$ cat src/rtl/regfile_nrnw_clr_pkg.sv
// ============================================================================
// Module : regfile_nrnw_clr_pkg
// Brief  : Shared types and helpers for the multi-port clearing register file.
// Rev    : 1.0 - initial release
// ============================================================================
`default_nettype none

package regfile_nrnw_clr_pkg;

    typedef enum logic [0:0] {
        ST_CLEAR = 1'b0,
        ST_RUN   = 1'b1
    } state_e;

    localparam int MAX_WR   = 2;
    localparam int WR_IDX_W = 1;

    typedef struct packed {
        logic                hit;
        logic [WR_IDX_W-1:0] idx;
    } wr_sel_t;

    function automatic int depth_of(input int log2);
        return 1 << log2;
    endfunction

    function automatic int slice_lo(input int port, input int w);
        return port * w;
    endfunction

    // Scanning upward lets the highest-indexed hitting port win.
    function automatic wr_sel_t wr_resolve(input logic [MAX_WR-1:0] hits);
        wr_sel_t sel;
        sel = '0;
        for (int j = 0; j < MAX_WR; j++) begin
            if (hits[j]) begin
                sel.hit = 1'b1;
                sel.idx = WR_IDX_W'(j);
            end
        end
        return sel;
    endfunction

endpackage

`default_nettype wire

$ cat src/rtl/regfile_nrnw_clr_if.sv
// ============================================================================
// Module : regfile_nrnw_clr_if
// Brief  : Read/write/clear bus of the multi-port register file.
// Rev    : 1.0 - initial release
// ============================================================================
`default_nettype none

interface regfile_nrnw_clr_if #(
    parameter int WIDTH      = 32,
    parameter int DEPTH_LOG2 = 4,
    parameter int NUM_RD     = 2,
    parameter int NUM_WR     = 1
);
    logic                         clear_req;
    logic                         ready;
    logic [NUM_RD-1:0]            rd_en;
    logic [NUM_RD*DEPTH_LOG2-1:0] rd_addr;
    logic [NUM_RD*WIDTH-1:0]      rd_data;
    logic [NUM_WR-1:0]            wr_en;
    logic [NUM_WR*DEPTH_LOG2-1:0] wr_addr;
    logic [NUM_WR*WIDTH-1:0]      wr_data;

    modport master (
        output clear_req, rd_en, rd_addr, wr_en, wr_addr, wr_data,
        input  ready, rd_data
    );

    modport slave (
        input  clear_req, rd_en, rd_addr, wr_en, wr_addr, wr_data,
        output ready, rd_data
    );
endinterface

`default_nettype wire

$ cat src/rtl/regfile_nrnw_clr_seq.sv
// ============================================================================
// Module : regfile_nrnw_clr_seq
// Brief  : Clear sequencer; walks every entry after reset or clear request.
// Rev    : 1.0 - initial release
// ============================================================================
`default_nettype none

module regfile_nrnw_clr_seq
    import regfile_nrnw_clr_pkg::*;
#(
    parameter int DEPTH_LOG2 = 4
) (
    input  wire logic                  clk,
    input  wire logic                  rst_n,
    input  wire logic                  clear_req_i,
    output logic                       ready_o,
    output logic                       clr_we_o,
    output logic [DEPTH_LOG2-1:0]      clr_addr_o
);

    state_e                state_q;
    logic [DEPTH_LOG2-1:0] ptr_q;
    logic                  ready_q;

    always_ff @(posedge clk or negedge rst_n) begin
        if (!rst_n) begin
            state_q <= ST_CLEAR;
            ptr_q   <= '0;
            ready_q <= 1'b0;
        end else begin
            case (state_q)
                ST_CLEAR: begin
                    ptr_q <= ptr_q + 1'b1;
                    if (ptr_q == '1) begin
                        state_q <= ST_RUN;
                        ready_q <= 1'b1;
                    end
                end
                ST_RUN: begin
                    if (clear_req_i) begin
                        state_q <= ST_CLEAR;
                        ptr_q   <= '0;
                        ready_q <= 1'b0;
                    end
                end
                default: begin
                    state_q <= ST_CLEAR;
                    ptr_q   <= '0;
                    ready_q <= 1'b0;
                end
            endcase
        end
    end

    assign ready_o    = ready_q;
    assign clr_we_o   = ~ready_q;
    assign clr_addr_o = ptr_q;

endmodule

`default_nettype wire

$ cat src/rtl/regfile_nrnw_clr.sv
// ============================================================================
// Module : regfile_nrnw_clr
// Brief  : NUM_RD x NUM_WR register file with write-first bypass and clear.
// Rev    : 1.0 - initial release
// ============================================================================
`default_nettype none

module regfile_nrnw_clr
    import regfile_nrnw_clr_pkg::*;
#(
    parameter int WIDTH      = 32,
    parameter int DEPTH_LOG2 = 4,
    parameter int NUM_RD     = 2,
    parameter int NUM_WR     = 1,
    parameter int ZERO_REG   = 1
) (
    input  wire logic          clk,
    input  wire logic          rst_n,
    regfile_nrnw_clr_if.slave  bus
);

    localparam int DEPTH = depth_of(DEPTH_LOG2);
    localparam bit ZR    = (ZERO_REG != 0);

    logic                  ready;
    logic                  clr_we;
    logic [DEPTH_LOG2-1:0] clr_addr;
    logic                  wr_accept;

    regfile_nrnw_clr_seq #(
        .DEPTH_LOG2 (DEPTH_LOG2)
    ) u_seq (
        .clk         (clk),
        .rst_n       (rst_n),
        .clear_req_i (bus.clear_req),
        .ready_o     (ready),
        .clr_we_o    (clr_we),
        .clr_addr_o  (clr_addr)
    );

    assign bus.ready = ready;
    // A clear request wins over writes presented in the same cycle.
    assign wr_accept = ready & ~bus.clear_req;

    logic [DEPTH_LOG2-1:0] wa [MAX_WR];
    logic [WIDTH-1:0]      wd [MAX_WR];
    logic [MAX_WR-1:0]     wv;

    for (genvar j = 0; j < MAX_WR; j++) begin : g_wr
        if (j < NUM_WR) begin : g_used
            assign wa[j] = bus.wr_addr[slice_lo(j, DEPTH_LOG2) +: DEPTH_LOG2];
            assign wd[j] = bus.wr_data[slice_lo(j, WIDTH) +: WIDTH];
            assign wv[j] = bus.wr_en[j] & wr_accept & ~(ZR && (wa[j] == '0));
        end else begin : g_pad
            assign wa[j] = '0;
            assign wd[j] = '0;
            assign wv[j] = 1'b0;
        end
    end

    logic [WIDTH-1:0] mem_q [DEPTH];

    for (genvar e = 0; e < DEPTH; e++) begin : g_ent
        logic [MAX_WR-1:0] ent_hit;
        wr_sel_t           ent_sel;

        for (genvar j = 0; j < MAX_WR; j++) begin : g_hit
            assign ent_hit[j] = wv[j] && (wa[j] == DEPTH_LOG2'(e));
        end
        assign ent_sel = wr_resolve(ent_hit);

        always_ff @(posedge clk) begin
            if (clr_we && (clr_addr == DEPTH_LOG2'(e))) begin
                mem_q[e] <= '0;
            end else if (ent_sel.hit) begin
                mem_q[e] <= wd[ent_sel.idx];
            end
        end
    end

    for (genvar i = 0; i < NUM_RD; i++) begin : g_rd
        logic [DEPTH_LOG2-1:0] ra;
        logic [MAX_WR-1:0]     byp_hit;
        wr_sel_t               byp_sel;
        logic [WIDTH-1:0]      rdata_d;
        logic [WIDTH-1:0]      rdata_q;

        assign ra = bus.rd_addr[slice_lo(i, DEPTH_LOG2) +: DEPTH_LOG2];

        for (genvar j = 0; j < MAX_WR; j++) begin : g_byp
            assign byp_hit[j] = wv[j] && (wa[j] == ra);
        end
        assign byp_sel = wr_resolve(byp_hit);

        always_comb begin
            rdata_d = mem_q[ra];
            if (byp_sel.hit) begin
                rdata_d = wd[byp_sel.idx];
            end
            if (ZR && (ra == '0)) begin
                rdata_d = '0;
            end
        end

        always_ff @(posedge clk or negedge rst_n) begin
            if (!rst_n) begin
                rdata_q <= '0;
            end else if (!ready) begin
                rdata_q <= '0;
            end else if (bus.rd_en[i]) begin
                rdata_q <= rdata_d;
            end
        end

        assign bus.rd_data[slice_lo(i, WIDTH) +: WIDTH] = rdata_q;
    end

endmodule

`default_nettype wire

$ cat src/flat_wrapper.sv
// flat-port wrapper written by rule: the top's interface ports become plain ports
module regfile_nrnw_clr_flat import regfile_nrnw_clr_pkg::*;
#(
    parameter int WIDTH      = 32,
    parameter int DEPTH_LOG2 = 4,
    parameter int NUM_RD     = 2,
    parameter int NUM_WR     = 1,
    parameter int ZERO_REG   = 1
)
  (clk, rst_n, bus_clear_req, bus_rd_en, bus_rd_addr, bus_wr_en, bus_wr_addr, bus_wr_data, bus_ready, bus_rd_data);
  regfile_nrnw_clr_if #(.WIDTH(WIDTH), .DEPTH_LOG2(DEPTH_LOG2), .NUM_RD(NUM_RD), .NUM_WR(NUM_WR)) bus_i ();
  input  wire logic clk;
  input  wire logic rst_n;
  input wire logic [$bits(bus_i.clear_req)-1:0] bus_clear_req;
  input wire logic [$bits(bus_i.rd_en)-1:0] bus_rd_en;
  input wire logic [$bits(bus_i.rd_addr)-1:0] bus_rd_addr;
  input wire logic [$bits(bus_i.wr_en)-1:0] bus_wr_en;
  input wire logic [$bits(bus_i.wr_addr)-1:0] bus_wr_addr;
  input wire logic [$bits(bus_i.wr_data)-1:0] bus_wr_data;
  output wire logic [$bits(bus_i.ready)-1:0] bus_ready;
  output wire logic [$bits(bus_i.rd_data)-1:0] bus_rd_data;
  assign bus_i.clear_req = bus_clear_req;
  assign bus_i.rd_en = bus_rd_en;
  assign bus_i.rd_addr = bus_rd_addr;
  assign bus_i.wr_en = bus_wr_en;
  assign bus_i.wr_addr = bus_wr_addr;
  assign bus_i.wr_data = bus_wr_data;
  assign bus_ready = bus_i.ready;
  assign bus_rd_data = bus_i.rd_data;
  regfile_nrnw_clr #(.WIDTH(WIDTH), .DEPTH_LOG2(DEPTH_LOG2), .NUM_RD(NUM_RD), .NUM_WR(NUM_WR), .ZERO_REG(ZERO_REG)) u_core (.clk(clk), .rst_n(rst_n), .bus(bus_i));
endmodule
$ cat config.mk
export PLATFORM = sky130hd
export DESIGN_NAME = regfile_nrnw_clr_flat
export DESIGN_NICKNAME = d
export VERILOG_FILES = /design/src/rtl/regfile_nrnw_clr_pkg.sv /design/src/rtl/regfile_nrnw_clr_if.sv /design/src/rtl/regfile_nrnw_clr_seq.sv /design/src/rtl/regfile_nrnw_clr.sv /design/src/flat_wrapper.sv
export SDC_FILE = /design/constraint.sdc
export NUM_CORES = 1
export LEC_CHECK = 0
export CAP_MARGIN = 20
export CELL_PAD_IN_SITES_DETAIL_PLACEMENT = 1
export CELL_PAD_IN_SITES_GLOBAL_PLACEMENT = 1
export CORE_UTILIZATION = 36
export CTS_BUF_LIST = sky130_fd_sc_hd__clkbuf_8 sky130_fd_sc_hd__clkbuf_16
export CTS_CLUSTER_DIAMETER = 150
export DETAILED_ROUTE_END_ITERATION = 10
export GPL_TIMING_DRIVEN = 0
export HOLD_SLACK_MARGIN = 0.15
export PLACE_DENSITY = 0.71
export SYNTH_ARGS = -nofsm -noshare
export SYNTH_HDL_FRONTEND = slang
export SYNTH_SLANG_ARGS = --single-unit
$ cat constraint.sdc
create_clock -name clk -period 4.4 [get_ports clk]
set_input_delay 0.88 -clock clk [delete_from_list [all_inputs] [get_ports clk]]
set_output_delay 0.88 -clock clk [all_outputs]
set_load 0.02 [all_outputs]
==> key figures, run 1 <==
Synthesis
  – EDFF count, synth: 512
  – Seq cells post-synth: 582
  – Post-Syn Area: 0.0302 mm2
  – Async S/R FF share, synth: 0.120
  – Synth unique cells: 44
  – Seq/Total Area, Yosys: 0.566
  – Synth Flop Type: edfxtp_1
  – Synth warnings: 0
  – Mapped Avg Cell Area: 14.8 um2
  – Post-synthesis cell count: 2039

Global route
  – First-pass GRT wire length: 164000 um
  – Grt total ovfl: 0
  – All-Layer GR Usage: 0.273
  – Initial antenna violation count: 8
  – Pin count of the biggest net entering global routing: 39
  – Number of global-route vias before repair: 22.1k

Pwr
  – Worst VDD drop: 0.272 mV
  – Pwr/cell area: 435 mW/mm2
  – Static Leak: 13.1 nW

Critical path
  – Worst Setup End Kind: flop
  – Crit path launch type: input pin
  – Worst endpoint required time: 4.69 ns
  – Max FO, Critical Path: 19
  – Setup CP Type: in2reg
  – Critical Path AT: 4.35 ns

Drt
  – Vias: 21.0k
  – Avg Vias per Cell: 6.16
  – Final ANT Viol Nets: 0
  – Drt drc: 0
  – Total wire length: 117000 um
  – DRT Pass-1 Iters: 5
  – WL per Instance: 34.4 um
  – Iter 0 DRT Violations: 2728

Layout
  – Finished layout cell area: 0.0360 mm2
  – Share of cells above drive strength 1: 0.213
  – Finished Layout Cells: 3410
  – Layout Nets: 2338
  – Area delta synth->final: 18.9%

STA
  – Unrepaired setup endpoints after global routing: false
  – WHS: 0.252 ns
  – Fin. Hold Viols: 0
  – Final Slew Violations: 0
  – Setup violators final: 0
  – Fin crit period: 4.06 ns
  – Fmax: 0.246 GHz
  – Post-route clock period utilization: 0.923
  – Rel. slew slack: 0.178
  – Final setup skew: 0.0383 ns
  – Worst-margin pin slew: 1.23 ns

CTS
  – CTS tree: yes
  – Clk_lat worst skew: 0.62 ns
  – Post-CTS Repair Setup Buffers: 0
  – CTS-repair resized insts: 0
  – CTS root buffer: clkbuf_16
  – Cts hold-fix bufs: 0
  – Clock Sinks: 582
  – CTS Buf Count: 69
  – H-tree depth: 3
  – Clock transition at the registers of the reported paths: 0.06 ns
  – Clk buf depth: 3

Die
  – Row count: 105
  – Width of the die: 292 um
  – Starting Density: 0.366
  – # IOs: 115
  – Chip Height: 292 um
  – Die area: 0.0852 mm2
  – Core footprint: 0.0826 mm2

Run
  – # Max-Cap Violations: 0

Outcome
  – Status: finished, final reports clean

Min path
  – HP Class: in2async

Placed design
  – Routability cong.: 0.892
  – Dpl cell area: 0.0338 mm2
  – DP Cell Count: 3280
  – Port bufs: 105
  – HPWL after DPL: 81700 um
## cell usage in the layout, fill, tap and decap left out, types with 34 or more instances in the layout
cell and n:
clkdlybuf4s50_1 104, clkbuf_1 132, buf_2 41, dfrtp_1 70, mux4_2 223, o21ai_0 64
nand2_1 43, mux2i_1 98, clkbuf_16 71, nor2b_1 34, and2_1 480, edfxtp_1 512
a211oi_1 64, o22ai_1 63, mux2_2 63
## final cells by class
| class | instances | area, um2 |
|---|---|---|
| Fill cell | 8181 | 46700 |
| Sequential cell | 582 | 17100 |
| Multi-Input combinational cell | 1281 | 12500 |
| Timing Repair Buffer | 143 | 1920 |
| Clock buffer | 74 | 1820 |
| Tap cell | 1070 | 1340 |
| Buffer | 204 | 912 |
| Clock inverter | 46 | 312 |
| Antenna cell | 7 | 17.5 |
| Inverter | 3 | 11.3 |
## critical path, cell delays in order
cell and delay (ns):
clkdlybuf4s50_1 0.44, and3b_2 0.38, nand3b_1 0.41, nor3_1 0.85
clkbuf_1 0.60, o21bai_4 0.45, buf_12 0.28
## metal layers
metal  routed length, um  GRT usage  up-vias
li1                    -          -     8320
met1               44800      0.350    11100
met2               55200      0.439     1345
met3               11800     0.0652      285
met4                5280      0.126        6
met5                  42          0        -
## final timing paths
path                                                        from                                     end  slack (ns)  depth (start not counted)
setup / recovery                                   bus_clear_req       u_core.mem_q[1][13]$_SDFFCE_PN0P_        0.34                          7
min in group clk           u_core.g_rd[0].rdata_q[5]$_DFFE_PN0P_   u_core.g_rd[0].rdata_q[5]$_DFFE_PN0P_        0.48                          2
hold / removal                                             rst_n   u_core.g_rd[1].rdata_q[1]$_DFFE_PN0P_        0.25                          1
max in group asynchronous                                  rst_n  u_core.g_rd[0].rdata_q[17]$_DFFE_PN0P_        3.46                          2
hold reg to reg            u_core.g_rd[0].rdata_q[5]$_DFFE_PN0P_   u_core.g_rd[0].rdata_q[5]$_DFFE_PN0P_        0.48                          2
setup reg to reg                u_core.u_seq.ready_o$_DFFE_PN0P_       u_core.mem_q[1][13]$_SDFFCE_PN0P_        0.53                          7
## synthesized netlist by cell type (all sizes together) (2+ instances only)
library cell,instances,share of area
nor2,17,0.0021
mux4,223,0.17
xnor2,7,0.0020
nand3,2,0.00033
nor3,5,0.00083
a221o,32,0.011
a211oi,64,0.016
nand3b,2,0.00050
dfrtp,70,0.058
nor4,2,0.00083
and2,480,0.099
or2,3,0.00062
nand2b,11,0.0023
buf,71,0.014
nor2b,34,0.0070
mux2,63,0.023
o21ai,66,0.011
o21bai,2,0.00050
mux2i,98,0.032
a21oi,2,0.00033
ha,4,0.0017
clkbuf,133,0.017
xor2,3,0.00087
edfxtp,512,0.51
nand2,43,0.0053
o22ai,75,0.016
inv,3,0.00037
## registers in the layout (all words and copies together), names as in the netlist
register	cells
u_core.u_seq.state_q	1
u_core.u_seq.clr_addr_o	4
u_core.u_seq.ready_o	1
u_core.mem_q	512
u_core.g_rd.rdata_q	64
## through the flow
step | total power, mW | TNS (ns) | utilization | worst slack [ns]
final | 15.7 | 0 | 0.435 | 0.338
after global placement | 9.77 | -957.74 | 0.396 | -2.60
after global routing | 16.0 | 0 | 0.435 | 0.265
after floorplan | 8.40 | 0 | - | 0.925
after CTS | 15.6 | 0 | 0.434 | 0.412
after detailed placement | 10.1 | -5.70 | 0.409 | -0.246
## cells by family (layout without fill, tap and decap cells)
logic type	count (synthesis)	in the layout	share of synthesized area
xor+xnor	10	10	0.00290
fa+ha+maj	4	4	0.00166
compound gates	248	248	0.0562
buf+inv	207	470	0.0305
simple gates	603	603	0.120
mux	384	384	0.222
other cells	1	39	0.000124
flops	582	582	0.566
## where the power goes
part	internal, mW	leakage [nW]	switching (mW)	total [mW]
logic	1.25	5.87	2.00	3.25
registers	6.57	6.12	0.288	6.86
clock network	3.19	1.10	2.35	5.55
total	11.0	13.1	4.64	15.7
No activity file was read; power rests on OpenSTA's default activity.
==> inputs of run 2 (changes only) <==
TNS_END_PERCENT = 5   (was default)
==> results of run 2 <==
No change in the layout: final DEF, timing and power equal those of run 1.
==> inputs of run 3 (changes only) <==
MAX_ROUTING_LAYER = met4   (was default)
clock period = 4.3 ns   (was 4.4 ns; I/O delays follow)
==> run 3 against run 2 <==
Via count up 0.18%. Die area unchanged. Largest cell class unchanged. Hold slack worse by 0.020 ns. Largest power group unchanged. Count of clock-buffer cells in the layout up 5. Critical endpoint is now u_core.mem_q[1][16]$_SDFFCE_PN0P_. First-iteration DRC count up 0.37%.
==> key figures, run 3 (synthesized netlist as in run 1, its figures left out) <==
Pwr
  – Gate power share: 0.203 (-0.004)
  – Static Leak: 13.1 nW (+0.28%)
  – Flop pwr share: 0.432 (-0.006)
  – P_sw: 4.78 mW (+3.0%)
  – Switch share: 0.295 (-0.00153)
  – P_int: 11.4 mW (+3.8%)
  – Worst VDD drop: 0.306 mV (+12%)
  – Clk pwr share: 0.365 (+0.011)
  – Pwr/cell area: 450 mW/mm2 (+3.4%)

Drt
  – Total wire length: 118000 um (+0.30%)
  – Vias: 21.1k (+0.18%)
  – Iter 0 DRT Violations: 2738 (+0.37%)
  – Final ANT Viol Nets: 0 (unchanged)
  – WL per Instance: 34.4 um (+0.21%)
  – DRT Pass-1 Iters: 5 (unchanged)
  – Drt drc: 0 (unchanged)
  – Avg Vias per Cell: 6.17 (about the same)

Die
  – Width of the die: 292 um (unchanged)
  – Core footprint: 0.0826 mm2 (unchanged)
  – Die area: 0.0852 mm2 (unchanged)
  – # IOs: 115 (unchanged)
  – Row count: 105 (unchanged)
  – Chip Height: 292 um (unchanged)
  – Starting Density: 0.366 (unchanged)

Placed design
  – Routability cong.: 0.895 (+0.38%)
  – Port bufs: 105 (unchanged)
  – HPWL after DPL: 80900 um (-1.0%)
  – DP Cell Count: 3278 (-0.061%)

STA
  – Unrepaired setup endpoints after global routing: false
  – Fin. Hold Viols: 0 (unchanged)
  – Final setup skew: 0.0316 ns (-0.00677 ns)
  – Rel. slew slack: 0.200 (+0.0221)
  – Fin crit period: 4.27 ns
  – Setup violators final: 0 (unchanged)
  – Post-route clock period utilization: 0.992
  – Setup Total Neg Slack: 0 ns (unchanged)
  – Final Slew Violations: 0 (unchanged)
  – Fmax: 0.234 GHz
  – Worst-margin pin slew: 1.20 ns (-0.0331 ns)

CTS
  – CTS Buf Count: 68 (-1.4%)
  – CTS-repair resized insts: 0 (unchanged)
  – Cts hold-fix bufs: 0 (unchanged)
  – Post-CTS Repair Setup Buffers: 0 (unchanged)
  – Clk_lat worst skew: 0.63 ns (about the same)
  – Clock Sinks: 582 (unchanged)
  – CTS tree: yes
  – Clock transition at the registers of the reported paths: 0.06 ns (about the same)
  – H-tree depth: 3 (unchanged)
  – CTS root buffer: clkbuf_16
  – Clk buf depth: 3 (unchanged)

Global route
  – Number of global-route vias before repair: 22.1k (+0.38%)
  – Initial antenna violation count: 11 (+3)
  – All-Layer GR Usage: 0.283 (+0.00998)
  – Grt total ovfl: 0 (unchanged)
  – First-pass GRT wire length: 164000 um (+0.54%)
  – Pin count of the biggest net entering global routing: 39 (unchanged)

Critical path
  – Setup CP Type: in2reg
  – Worst endpoint required time: 4.61 ns (-0.08 ns)
  – Critical Path AT: 4.57 ns (+0.22 ns)
  – CP top delay family: simple AND/OR/NAND/NOR gates
  – Crit path launch type: input pin
  – CP cell instances: clkdlybuf4s50_1 > and3b_2 > nand3b_1 > nor3_1 > clkbuf_1 > o21bai_4 > buf_12
  – Max FO, Critical Path: 20 (+1)
  – Worst Path Buf+Inv: 3 (unchanged)
  – Worst Setup End Kind: flop
  – Critical-path top delay cell: nor3_1
  – Max incr delay on CP: 0.93 ns (+0.08 ns)

Run
  – # Max-Cap Violations: 0 (unchanged)

Layout
  – Top reg by flops: u_core.mem_q
  – Max FFs per register: 512 (unchanged)
  – Finished Layout Cells: 3413 (+0.088%)
  – Area delta synth->final: 19.1%
  – Commonest cells after routing, fill and taps aside: edfxtp_1 (512), and2_1 (480), mux4_2 (223)
  – Commonest non-fill, non-tap cell in the layout: edfxtp_1
  – Layout Nets: 2335 (-0.13%)
  – Share of cells above drive strength 1: 0.217 (+0.00358)

Min path
  – HP Class: in2async

Outcome
  – Status: finished, final reports clean
==> run 3: final cells by class <==
class	count	area, um2
fillers	8244	46600
plain buffers	204	912
well taps	1070	1340
multi-input cells	1281	12500
repair buffers	141	1840
clock inverters	46	385
flip-flops and latches	582	17100
diodes	7	17.5
inverters	3	11.3
clock buffers	79	1890
==> run 3: path summary, 6_finish.rpt <==
kind	startpoint	end	slack, ns	cells after the start
worst max register to register	u_core.u_seq.ready_o$_DFFE_PN0P_	u_core.mem_q[1][16]$_SDFFCE_PN0P_	0.27	7
worst min-delay path	rst_n	u_core.g_rd[0].rdata_q[31]$_DFFE_PN0P_	0.23	1
min in group clk	u_core.g_rd[0].rdata_q[5]$_DFFE_PN0P_	u_core.g_rd[0].rdata_q[5]$_DFFE_PN0P_	0.48	2
worst min register to register	u_core.g_rd[0].rdata_q[5]$_DFFE_PN0P_	u_core.g_rd[0].rdata_q[5]$_DFFE_PN0P_	0.48	2
max in group asynchronous	rst_n	u_core.g_rd[0].rdata_q[16]$_DFFE_PN0P_	3.39	2
worst max-delay path	bus_clear_req	u_core.mem_q[1][16]$_SDFFCE_PN0P_	0.03	7
==> run 3: through the flow <==
step / power [mW] / utilization / worst slack (ns) / cell area (um2) / hold slack [ns]
4_1_cts: 16.2 / 0.435 / 0.176 / 36000 / 0.234
5_1_grt: 16.6 / 0.436 / 0.0693 / 36000 / 0.259
6_report: 16.2 / 0.436 / 0.0339 / 36000 / 0.232
2_1_floorplan: 8.60 / - / 0.826 / 30400 / 0.471
3_3_place_gp: 9.98 / 0.396 / -2.59 / 32700 / 0.467
3_5_place_dp: 10.3 / 0.408 / -0.470 / 33700 / 0.478
==> run 3: power by group through the flow <==
stage | clock [mW] | combinational [mW] | sequential (mW)
3_5_place_dp | 0 | 3.22 | 7.11
6_report | 5.92 | 3.29 | 7.01
4_1_cts | 5.97 | 3.23 | 7.00
2_1_floorplan | 0 | 1.39 | 7.21
5_1_grt | 6.13 | 3.39 | 7.05
3_3_place_gp | 0 | 2.81 | 7.17
==> run 3: layer usage <==
metal	vias up	share of wire	track usage
met5	-	0	-
met4	0	0.053	0.133
met3	342	0.098	0.0590
met2	1381	0.47	0.441
met1	11000	0.38	0.354
li1	8327	-	-
